===== src/rtl/io_bridge_pkg.sv =====
// Shared defaults and types for the core-to-device I/O bridge.
package io_bridge_pkg;

  localparam int DEF_DATA_W = 16;
  localparam int DEF_DEPTH  = 4;

  // Inbound holding register occupancy.
  typedef enum logic {
    EMPTY = 1'b0,
    FULL  = 1'b1
  } in_state_t;

endpackage


===== src/rtl/io_out_fifo.sv =====
// Show-ahead outbound FIFO: core writes are queued and drained to the device
// over a valid/ready handshake; writes that find it full are dropped and flagged.
module io_out_fifo
  import io_bridge_pkg::*;
#(
  parameter int DATA_W = DEF_DATA_W,
  parameter int DEPTH  = DEF_DEPTH
) (
  input  logic                       clk,
  input  logic                       rst_n,
  input  logic [DATA_W-1:0]          wr_data,
  input  logic                       wr_en,
  output logic                       full,
  output logic                       overflow,
  output logic [DATA_W-1:0]          rd_data,
  output logic                       rd_valid,
  input  logic                       rd_ready,
  output logic [$clog2(DEPTH):0]     count
);

  localparam int AW = $clog2(DEPTH);
  localparam logic [AW:0] CNT_FULL = (AW+1)'(DEPTH);

  logic [DATA_W-1:0] mem [DEPTH];
  logic [AW-1:0]     wptr;
  logic [AW-1:0]     rptr;
  logic              push;
  logic              pop;

  assign rd_valid = (count != '0);
  assign full     = (count == CNT_FULL);
  assign rd_data  = mem[rptr];

  // A pop in the same cycle frees the slot, so a full FIFO still accepts a write.
  assign pop  = rd_valid && rd_ready;
  assign push = wr_en && (!full || pop);

  always_ff @(posedge clk) begin
    if (!rst_n) begin
      for (int i = 0; i < DEPTH; i++) mem[i] <= '0;
      wptr     <= '0;
      rptr     <= '0;
      count    <= '0;
      overflow <= 1'b0;
    end else begin
      if (push) begin
        mem[wptr] <= wr_data;
        wptr      <= wptr + 1'b1;
      end
      if (pop) rptr <= rptr + 1'b1;
      case ({push, pop})
        2'b10:   count <= count + 1'b1;
        2'b01:   count <= count - 1'b1;
        default: count <= count;
      endcase
      if (wr_en && !push) overflow <= 1'b1;
    end
  end

endmodule


===== src/rtl/io_port_bridge.sv =====
// Bridges the core's Output/IOIn pins to an external device: outbound words go
// through a FIFO, inbound words land in a single holding register.
// Handshake rule for both device links: a word transfers on a rising edge where
// valid and ready are both 1; valid-side data must be stable while waiting.
module io_port_bridge
  import io_bridge_pkg::*;
#(
  parameter int DATA_W = DEF_DATA_W,
  parameter int DEPTH  = DEF_DEPTH
) (
  input  logic              CLK,
  input  logic              reset,
  input  logic [DATA_W-1:0] OutData,
  input  logic              OutWrite,
  output logic              OutFull,
  output logic              Overflow,
  output logic [DATA_W-1:0] DevData,
  output logic              DevValid,
  input  logic              DevReady,
  input  logic [DATA_W-1:0] DevInData,
  input  logic              DevInValid,
  output logic              DevInReady,
  output logic [DATA_W-1:0] IOIn,
  output logic              InAvail,
  input  logic              InRead,
  output in_state_t         in_state_dbg,
  output logic [$clog2(DEPTH):0] out_count_dbg
);

  in_state_t in_state;

  io_out_fifo #(
    .DATA_W (DATA_W),
    .DEPTH  (DEPTH)
  ) u_out_fifo (
    .clk      (CLK),
    .rst_n    (reset),
    .wr_data  (OutData),
    .wr_en    (OutWrite),
    .full     (OutFull),
    .overflow (Overflow),
    .rd_data  (DevData),
    .rd_valid (DevValid),
    .rd_ready (DevReady),
    .count    (out_count_dbg)
  );

  // A read in the same cycle frees the register, letting the device stream.
  assign DevInReady   = (in_state == EMPTY) || InRead;
  assign InAvail      = (in_state == FULL);
  assign in_state_dbg = in_state;

  always_ff @(posedge CLK) begin
    if (!reset) begin
      in_state <= EMPTY;
      IOIn     <= '0;
    end else begin
      case (in_state)
        EMPTY: begin
          if (DevInValid) begin
            IOIn     <= DevInData;
            in_state <= FULL;
          end
        end
        FULL: begin
          if (InRead) begin
            if (DevInValid) IOIn <= DevInData;
            else            in_state <= EMPTY;
          end
        end
        default: in_state <= EMPTY;
      endcase
    end
  end

endmodule


===== config.mk =====
export PLATFORM = sky130hd
export DESIGN_NAME = io_port_bridge
export DESIGN_NICKNAME = d
export VERILOG_FILES = /design/src/rtl/io_bridge_pkg.sv /design/src/rtl/io_out_fifo.sv /design/src/rtl/io_port_bridge.sv
export SDC_FILE = /design/constraint.sdc
export NUM_CORES = 1
export LEC_CHECK = 0
export ABC_AREA = 0
export CAP_MARGIN = 10
export CORE_ASPECT_RATIO = 1.5
export CORE_UTILIZATION = 51
export DETAILED_ROUTE_END_ITERATION = 7
export GPL_TIMING_DRIVEN = 0
export PLACE_DENSITY_LB_ADDON = 0.1
export SLEW_MARGIN = 20
export SYNTH_ARGS = -nofsm -noshare
export SYNTH_HDL_FRONTEND = slang
export SYNTH_SLANG_ARGS = --single-unit

===== constraint.sdc =====
create_clock -name CLK -period 3.75 [get_ports CLK]
set_input_delay 1.125 -clock CLK [delete_from_list [all_inputs] [get_ports CLK]]
set_output_delay 1.125 -clock CLK [all_outputs]
set_load 0.02 [all_outputs]

==> results.json <==
{
  "h-tree-depth": 3,
  "die_h_um": 110,
  "synth.distinct_cells": 38,
  "crit_family": "buffers and inverters",
  "layout-drive-gt1-share": 0.147,
  "clk_pin_slew_ps": 60,
  "cp_slowest_cell": "clkdlybuf4s50_1",
  "finalCriticalPeriod_ps": 3610,
  "gr-usage-all-layers": 0.215,
  "finalHoldViolCount": 0,
  "combPwrFrac": 0.258,
  "grt_start_max_net_pins": 17,
  "area_growth_pct": 31.3,
  "numPortBuffers": 77,
  "run_status": "finished, final reports clean",
  "synth_warnings": 0,
  "cts_setup_buffers": 0,
  "ys_top_cells_by_count": "edfxtp_1 (64), and2_1 (61), dfxtp_1 (27)",
  "skew_ps": 5.11,
  "setup_viol": 0,
  "power.density_nw_per_um2": 546,
  "synth_most_common_cell": "edfxtp_1",
  "switching_share": 0.269,
  "synth_nets": 325,
  "clkPwrFrac": 0.311,
  "r2r_end": "u_out_fifo.count[2]$_SDFFE_PN0P_",
  "synth_edf_count": 64,
  "power_mw": 2.86,
  "dp_cells": 466,
  "dr_total_vias": 2481,
  "ir_drop_mv": 0.384,
  "grt_pass1_vias": 2650,
  "end_kind": "output pin",
  "io_pins": 79,
  "die_area_um2": 8190,
  "initial_core_util": 0.524,
  "cts_sinks": 91,
  "maxCapViolations": 0,
  "antenna_found_initial": 0,
  "synthFlopType": "edfxtp_1",
  "grt_pass1_wl_mm": 12.6,
  "fmax_mhz": 277,
  "synthDominantCellAreaShare": 0.482,
  "num-fill-cells": 573,
  "async_reset_ff_frac": 0,
  "cp_data_arrival_time_ps": 2480,
  "holdCritStartpoint": "IOIn[7]$_SDFFE_PN0P_",
  "synth_top_area_cell": "edfxtp_1",
  "synthCells": 285,
  "dieWidth_um": 74.2,
  "min-delay-path-class": "register to register",
  "clock_path_buffers": 2,
  "netlist_area_um2": 3990,
  "p_seq_frac": 0.432,
  "rsz0062_at_grt": "no",
  "cts_root_buf": "clkbuf_16",
  "core_area_um2": 7610,
  "diodes": 0,
  "routed_via_density": 5.15,
  "cts_buffers": 9,
  "min_period_over_period": 0.962,
  "leakage_nw": 1.89,
  "crit_required_ps": 2620,
  "dp_hpwl_mm": 5.39,
  "seqCellArea_um2": 2460,
  "drtAntennaViolNets": 0,
  "rows": 39,
  "worst_slew_pin_slew_ps": 925,
  "rrSetupSlack_ps": 1150,
  "reg2reg_from": "u_out_fifo.count[0]$_SDFFE_PN0P_",
  "seq_area_frac_synth": 0.617,
  "reg2regPathDepth": 8,
  "netSwitchingPower_uw": 769,
  "drt_iter0_drc": 177,
  "drt_first_pass_iters": 4,
  "wl_per_cell_um": 16.3,
  "nNetsFinal": 415,
  "multi_input_area_um2": 1440,
  "relSlewSlack": 0.383,
  "drc": 0,
  "hold-worst-slack_ps": 481,
  "gr-total-overflow": 0,
  "synth_seq_cells": 91,
  "setup.worst_path.start_class": "primary input",
  "crit_chain": "clkdlybuf4s50_1 > nor2b_4 > clkinv_2 > buf_2 > dlygate4sd2_1",
  "routed_wl_mm": 7.85,
  "hold_depth": 2,
  "insertion_delay_ps": 340,
  "path_class": "primary input to output pin",
  "intPower_mw": 2.09,
  "slowest_delay_ps": 440,
  "tritoncts": "done",
  "synth_area_per_cell_um2": 14.0,
  "crit_fanout": 10,
  "cp.buffers_inverters": 4,
  "min_delay_worst_endpoint": "IOIn[7]$_SDFFE_PN0P_",
  "fin_cells": 482,
  "final_max_slew_viol_count": 0,
  "yosys-top-cells-area": "edfxtp_1 (48%), dfxtp_1 (14%), and2_1 (9.6%)",
  "routabilityCongestion": 0.699
}
==> how the worst max path moves through the flow <==
stage,startpoint,to,slack [ps],cells after the start
after floorplan,InRead,DevInReady,740,3
after global placement,DevReady,u_out_fifo.mem[2][11]$_SDFFCE_PN0P_,-760,4
after detailed placement,InRead,DevInReady,-500,5
after CTS,register,DevData[0],40,4
after global routing,InRead,DevInReady,50,5
final,InRead,DevInReady,140,5
==> worst register-to-register path: stages, from the launching register on <==
cell and delay, ps:
dfxtp_1 400, nor4b_4 560, nand2b_1 260, ha_1 220
inv_1 60, fa_1 370, xor2_1 160, or3_1 300
a21boi_0 180
==> cell families after synthesis <==
logic type / share of synthesized area
AO/OA/AOI/OAI: 0.0699
multiplexers: 0.0928
AND/OR/NAND/NOR: 0.174
XOR/XNOR: 0.00878
adder cells (fa/ha/maj): 0.00815
flip-flops: 0.617
buffers and inverters: 0.0295
==> power by group through the flow <==
stage / logic [mW] / registers, mW / clock network [mW]
finish: 0.738 / 1.24 / 0.889
global route: 0.803 / 1.25 / 0.937
CTS: 0.751 / 1.24 / 0.903
detailed placement: 0.748 / 1.26 / 0
global placement: 0.729 / 1.25 / 0
floorplan: 0.420 / 1.27 / 0
==> flip-flops by register name, summed over array words and instances, names as in the netlist, named ones only <==
register and cells:
u_out_fifo.rptr 2, IOIn 16, u_out_fifo.mem 64, u_out_fifo.count 3, u_out_fifo.overflow 1, InAvail 1, u_out_fifo.wptr 2
==> repair_timing <==
action / in CTS / in global routing
resized for setup: 4 / 2
hold buffers: 0 / 0
setup endpoints to repair: 1 / 10
pin swaps: 0 / 0
cloned: 0 / 0
==> metrics by stage <==
stage / setup WS, ps / utilization / TNS, ps / area, µm²
2_1_floorplan: 740 / - / 0 / 3990
3_3_place_gp: -756 / 0.642 / -23630 / 4890
3_5_place_dp: -498 / 0.647 / -523 / 4930
4_1_cts: 37.4 / 0.688 / 0 / 5240
5_1_grt: 54.6 / 0.688 / 0 / 5240
6_report: 141 / 0.688 / 0 / 5240
==> per-layer routing <==
layer / up-vias / routed length [µm] / GRT usage
met2: 61 / 4160 / 0.372
met1: 1193 / 3190 / 0.251
met5: - / 0 / 0
met4: 0 / 162 / 0.109
met3: 11 / 328 / 0.0400
li1: 1216 / - / -
==> area by class of cell <==
class                      count  area share
buffer                        17      0.0184
multi-input combinational    171       0.274
sequential                    91       0.470
clock inverter                 3     0.00334
timing repair buffer          79       0.151
clock buffer                  13      0.0540
tap                          102      0.0244
inverter                       6     0.00454
==> cell usage in the layout (no fill, tap or decap), types with 2 or more instances in the layout <==
cell | synthesis | routed
clkbuf_1 | 8 | 9
clkdlybuf4s50_1 | 0 | 76
nand3_1 | 16 | 16
nor2_1 | 2 | 2
inv_1 | 5 | 5
nand2_1 | 4 | 4
buf_2 | 3 | 3
and2_4 | 6 | 6
a21boi_0 | 16 | 16
clkbuf_2 | 1 | 2
dfxtp_1 | 27 | 27
clkinv_2 | 0 | 3
o21ai_0 | 19 | 18
and2_1 | 61 | 61
edfxtp_1 | 64 | 64
xnor2_1 | 3 | 3
a21boi_1 | 2 | 2
nand2b_1 | 4 | 4
mux4_2 | 16 | 16
nor2b_1 | 4 | 3
nor4b_4 | 2 | 2
clkbuf_16 | 0 | 11
buf_6 | 3 | 5
or3_1 | 2 | 2
No activity file was read; power rests on OpenSTA's default activity.
